## config.mk

```make
export PLATFORM = sky130hd
export DESIGN_NAME = sequential_multiplier
export DESIGN_NICKNAME = d
export VERILOG_FILES = /design/src/rtl/sequential_multiplier.sv
export SDC_FILE = /design/constraint.sdc
export NUM_CORES = 1
export LEC_CHECK = 0
export CAP_MARGIN = 10
export CORE_MARGIN = 2
export CORE_UTILIZATION = 54
export CTS_BUF_LIST = sky130_fd_sc_hd__clkbuf_8
export DETAILED_ROUTE_END_ITERATION = 7
export GPL_TIMING_DRIVEN = 0
export PLACE_DENSITY = 0.93
export SLEW_MARGIN = 20
export SYNTH_ARGS = -nofsm -noshare
export SYNTH_HDL_FRONTEND = slang
export SYNTH_SLANG_ARGS = --single-unit
```

## constraint.sdc

```tcl
create_clock -name i_clk -period 1.9 [get_ports i_clk]
set_input_delay 0.38 -clock i_clk [delete_from_list [all_inputs] [get_ports i_clk]]
set_output_delay 0.38 -clock i_clk [all_outputs]
set_load 0.01 [all_outputs]
```

## src/rtl/sequential_multiplier.sv

```systemverilog
// Unsigned NxN shift-and-add multiplier: one add/shift per clock, 2N-bit product as two N-bit halves.
// Optional build macro SEQ_MULT_RESTART_EN: a start while busy restarts the operation with the current operands.
module sequential_multiplier #(
   parameter int N = 4
) (
   input  logic         i_clk,
   input  logic         i_rst,
   input  logic [N-1:0] i_a,
   input  logic [N-1:0] i_b,
   input  logic         i_start,
   output logic [N-1:0] o_m,
   output logic [N-1:0] o_r,
   output logic         o_busy,
   output logic         o_valid
);

   localparam int CW = $clog2(N + 1);
   localparam logic [CW-1:0] LAST = CW'(N - 1);

   localparam logic [0:0] S_IDLE = 1'b0;
   localparam logic [0:0] S_CALC = 1'b1;

   logic [0:0]    r_state;
   logic [N-1:0]  r_mc;
   logic [N:0]    r_acc;
   logic [N-1:0]  r_q;
   logic [CW-1:0] r_cnt;
   logic [N-1:0]  r_m;
   logic [N-1:0]  r_r;
   logic          r_busy;
   logic          r_valid;

   logic [N:0]    w_addend;
   logic [N:0]    w_sum;
   logic [N-1:0]  w_q_nxt;

   // The accumulator never exceeds N bits after a shift, so N+1 bits hold the add's carry
   assign w_addend = r_q[0] ? {1'b0, r_mc} : '0;
   assign w_sum    = r_acc + w_addend;
   assign w_q_nxt  = {w_sum[0], r_q[N-1:1]};

   always_ff @(posedge i_clk) begin
      if (i_rst) begin
         r_state <= S_IDLE;
         r_mc    <= '0;
         r_acc   <= '0;
         r_q     <= '0;
         r_cnt   <= '0;
         r_m     <= '0;
         r_r     <= '0;
         r_busy  <= 1'b0;
         r_valid <= 1'b0;
      end else begin
         r_valid <= 1'b0;
         case (r_state)
            S_IDLE: begin
               if (i_start) begin
                  r_mc    <= i_a;
                  r_q     <= i_b;
                  r_acc   <= '0;
                  r_cnt   <= '0;
                  r_busy  <= 1'b1;
                  r_state <= S_CALC;
               end
            end
            S_CALC: begin
`ifdef SEQ_MULT_RESTART_EN
               if (i_start) begin
                  r_mc  <= i_a;
                  r_q   <= i_b;
                  r_acc <= '0;
                  r_cnt <= '0;
               end else begin
`else
               begin
`endif
                  r_acc <= {1'b0, w_sum[N:1]};
                  r_q   <= w_q_nxt;
                  r_cnt <= r_cnt + CW'(1);
                  if (r_cnt == LAST) begin
                     r_m     <= w_sum[N:1];
                     r_r     <= w_q_nxt;
                     r_valid <= 1'b1;
                     r_busy  <= 1'b0;
                     r_state <= S_IDLE;
                  end
               end
            end
            default: r_state <= S_IDLE;
         endcase
      end
   end

   assign o_m     = r_m;
   assign o_r     = r_r;
   assign o_busy  = r_busy;
   assign o_valid = r_valid;

endmodule

```

==> results by group <==
Outcome
  – Status: finished, final reports clean

CTS
  – Post-CTS setup buffers: 0
  – CTS tree: yes
  – CTS H-tree lvls: 1
  – Clk buf depth: 2
  – CTS Sinks: 26
  – Root cell of the clock tree: clkbuf_8
  – Hold buffer count at cts: 0
  – Clock slew at reported path FFs: 0.09 ns
  – Post-cts sizing count: 0
  – Worst-Skew Late Latency: 0.26 ns
  – Num CTS Buffers: 3

STA
  – WHS: 0.462 ns
  – Fmax: 567 MHz
  – Final Setup Violations: 0
  – Final Max Slew Viols: 0
  – Max_slew headroom: 66.6%
  – Tightest Pin Transition: 0.500 ns
  – Setup TNS Final: 0 ns
  – Setup Skew: 0.00208 ns
  – Tcrit/Tclk final: 92.8%
  – Final hold viol count: 0
  – RSZ-0062 raised after global routing: false
  – Clock period minus worst slack: 1.76 ns

Drt
  – Via count: 971
  – Post-route DRC: 0
  – Drt pass-1 iters: 4
  – Routed length per instance: 14.3 um
  – Vias per inst: 5.49
  – WL final: 2530 um
  – Remaining antenna violation count: 0
  – Initial drt markers: 23

Hold path
  – Hold WC Path Type: reg -> reg

GRT
  – Largest net degree at the start of global routing: 16
  – Global-route usage over all layers: 21.8%
  – Initial antenna violation count: 0
  – First-pass GRT wire length: 4260 um
  – Gr ovfl total: 0
  – Vias in the first global route: 1012

Critical path
  – Data required, critical path: 2.05 ns
  – CP Launch Type: flip-flop
  – CP Max Fanout: 5
  – Crit path arrival time: 1.92 ns
  – CP endpoint kind: flip-flop
  – WS Path Type: reg -> reg

Die
  – Initial Util: 55.7%
  – I/O pins: 21
  – Row Count: 17
  – Die area: 0.00263 sq mm
  – Die X: 51.3 um
  – Die Height: 51.3 um
  – Core outline area: 0.00217 sq mm

Finish
  – Share of cells above drive strength 1: 12.1%
  – Final Net Count: 168
  – Ant. Diodes: 0
  – Area growth, synth to finish: 25.4%

Run
  – Max Cap Viol: 0

Synth
  – Synth area leader: dfxtp_1
  – Synth top area share: 43.1%
  – Largest cells by area after synthesis: dfxtp_1 (43%), mux2i_1 (7.5%), ha_1 (6.2%)
  – Mapped Cells: 125
  – Yosys reg bits: 26
  – Post-synth net total: 143
  – Yosys warns: 0
  – Most common cell in the netlist: dfxtp_1
  – Sequential area share after synthesis: 43.1%
  – Synth top cells by count: dfxtp_1 (26), nor2_1 (19), nand2_1 (12), a21oi_1 (9), mux2i_1 (9)
  – Synthesized area: 0.00121 sq mm
  – Syn Area/Cell: 9.67 sq um
  – Ys async rst share: 0%
  – Library cells used by synthesis: 32
  – Post-synth top flop: dfxtp_1
  – Post-synth EDFFs: 0

Power and ir drop
  – Power per cell area: 744 mW/mm^2
  – Total design power: 1.13 mW
  – Leakage power: 0.621 nW
  – Worst VDD drop: 660 uV

Place
  – RePlAce Congestion: 0.797
  – Buffers on Ports: 20
  – Detailed Place HPWL: 1880 um
==> final timing paths <==
kind / start / endpoint / slack, ns / cells past startpoint
worst max-delay path: r_q[0] / o_m[3] / 0.14 / 6
worst min-delay path: o_m[0] / o_m[0] / 0.46 / 2
worst max register to register: r_q[0] / o_m[3] / 0.14 / 6
worst min register to register: o_m[0] / o_m[0] / 0.46 / 2
==> stage by stage <==
step	cells	utilization, %	cell area, sq um	setup slack, ns
3_5_place_dp	173	66.6	1440	0.0964
4_1_cts	177	69.8	1520	0.150
3_3_place_gp	173	66.6	1440	0.152
6_report	177	69.8	1520	0.138
2_1_floorplan	125	-	1210	0.300
5_1_grt	177	69.8	1520	0.0408
==> worst max-delay path: stages (launching register included) <==
cell and delay [ns]:
dfxtp_1 0.34, and2_1 0.15, ha_1 0.21, fa_1 0.44
a21o_1 0.21, a21oi_1 0.20, a211oi_1 0.09
==> cell type report <==
cell class | instances | area [sq um]
multi-input cells | 90 | 632
plain buffers | 8 | 52.6
well taps | 28 | 35.0
inverters | 1 | 3.75
repair buffers | 20 | 200
fillers | 184 | 654
clock buffers | 3 | 41.3
clock inverters | 1 | 30.0
flip-flops and latches | 26 | 520
==> power by group <==
| part | switching (mW) | internal (mW) | total, mW |
|---|---|---|---|
| Clock | 0.167 | 0.282 | 0.448 |
| Combinational | 0.0493 | 0.0579 | 0.107 |
| Sequential | 0.0105 | 0.561 | 0.571 |
==> layout by cell type, fill, tap and decap left out, drive strengths merged, types with 4 or more instances in the layout <==
cell type and instances:
dfxtp 26, clkdlybuf4s50 20, nor2 19, nand2 12
a21oi 9, mux2i 9, buf 8, ha 6
mux2 5, and2 5, nor3b 4
==> state kept, by name (all words and copies together), names as in the netlist <==
name and flops:
r_mc 4, o_busy 1, r_state 1, o_r 4, o_m 4, o_valid 1, r_acc 4, r_cnt 3
r_q 4
==> layer usage <==
metal	GRT usage (%)	part of all wire [%]
met4	11.4	1.8
met3	2.92	3.6
met5	0	0
met1	24.6	41
met2	39.6	53
==> cell families (layout without fill, tap and decap cells) <==
family                   after synthesis  in the layout  share of synthesized area, %
AO/OA/AOI/OAI                         20             20                          11.9
XOR/XNOR                               1              1                         0.725
adder cells (fa/ha/maj)                7              7                          7.87
buffers and inverters                  9             33                          4.66
flip-flops                            26             26                          43.1
multiplexers                          14             14                          12.1
AND/OR/NAND/NOR                       48             48                          19.7
No activity file was read; power rests on OpenSTA's default activity.
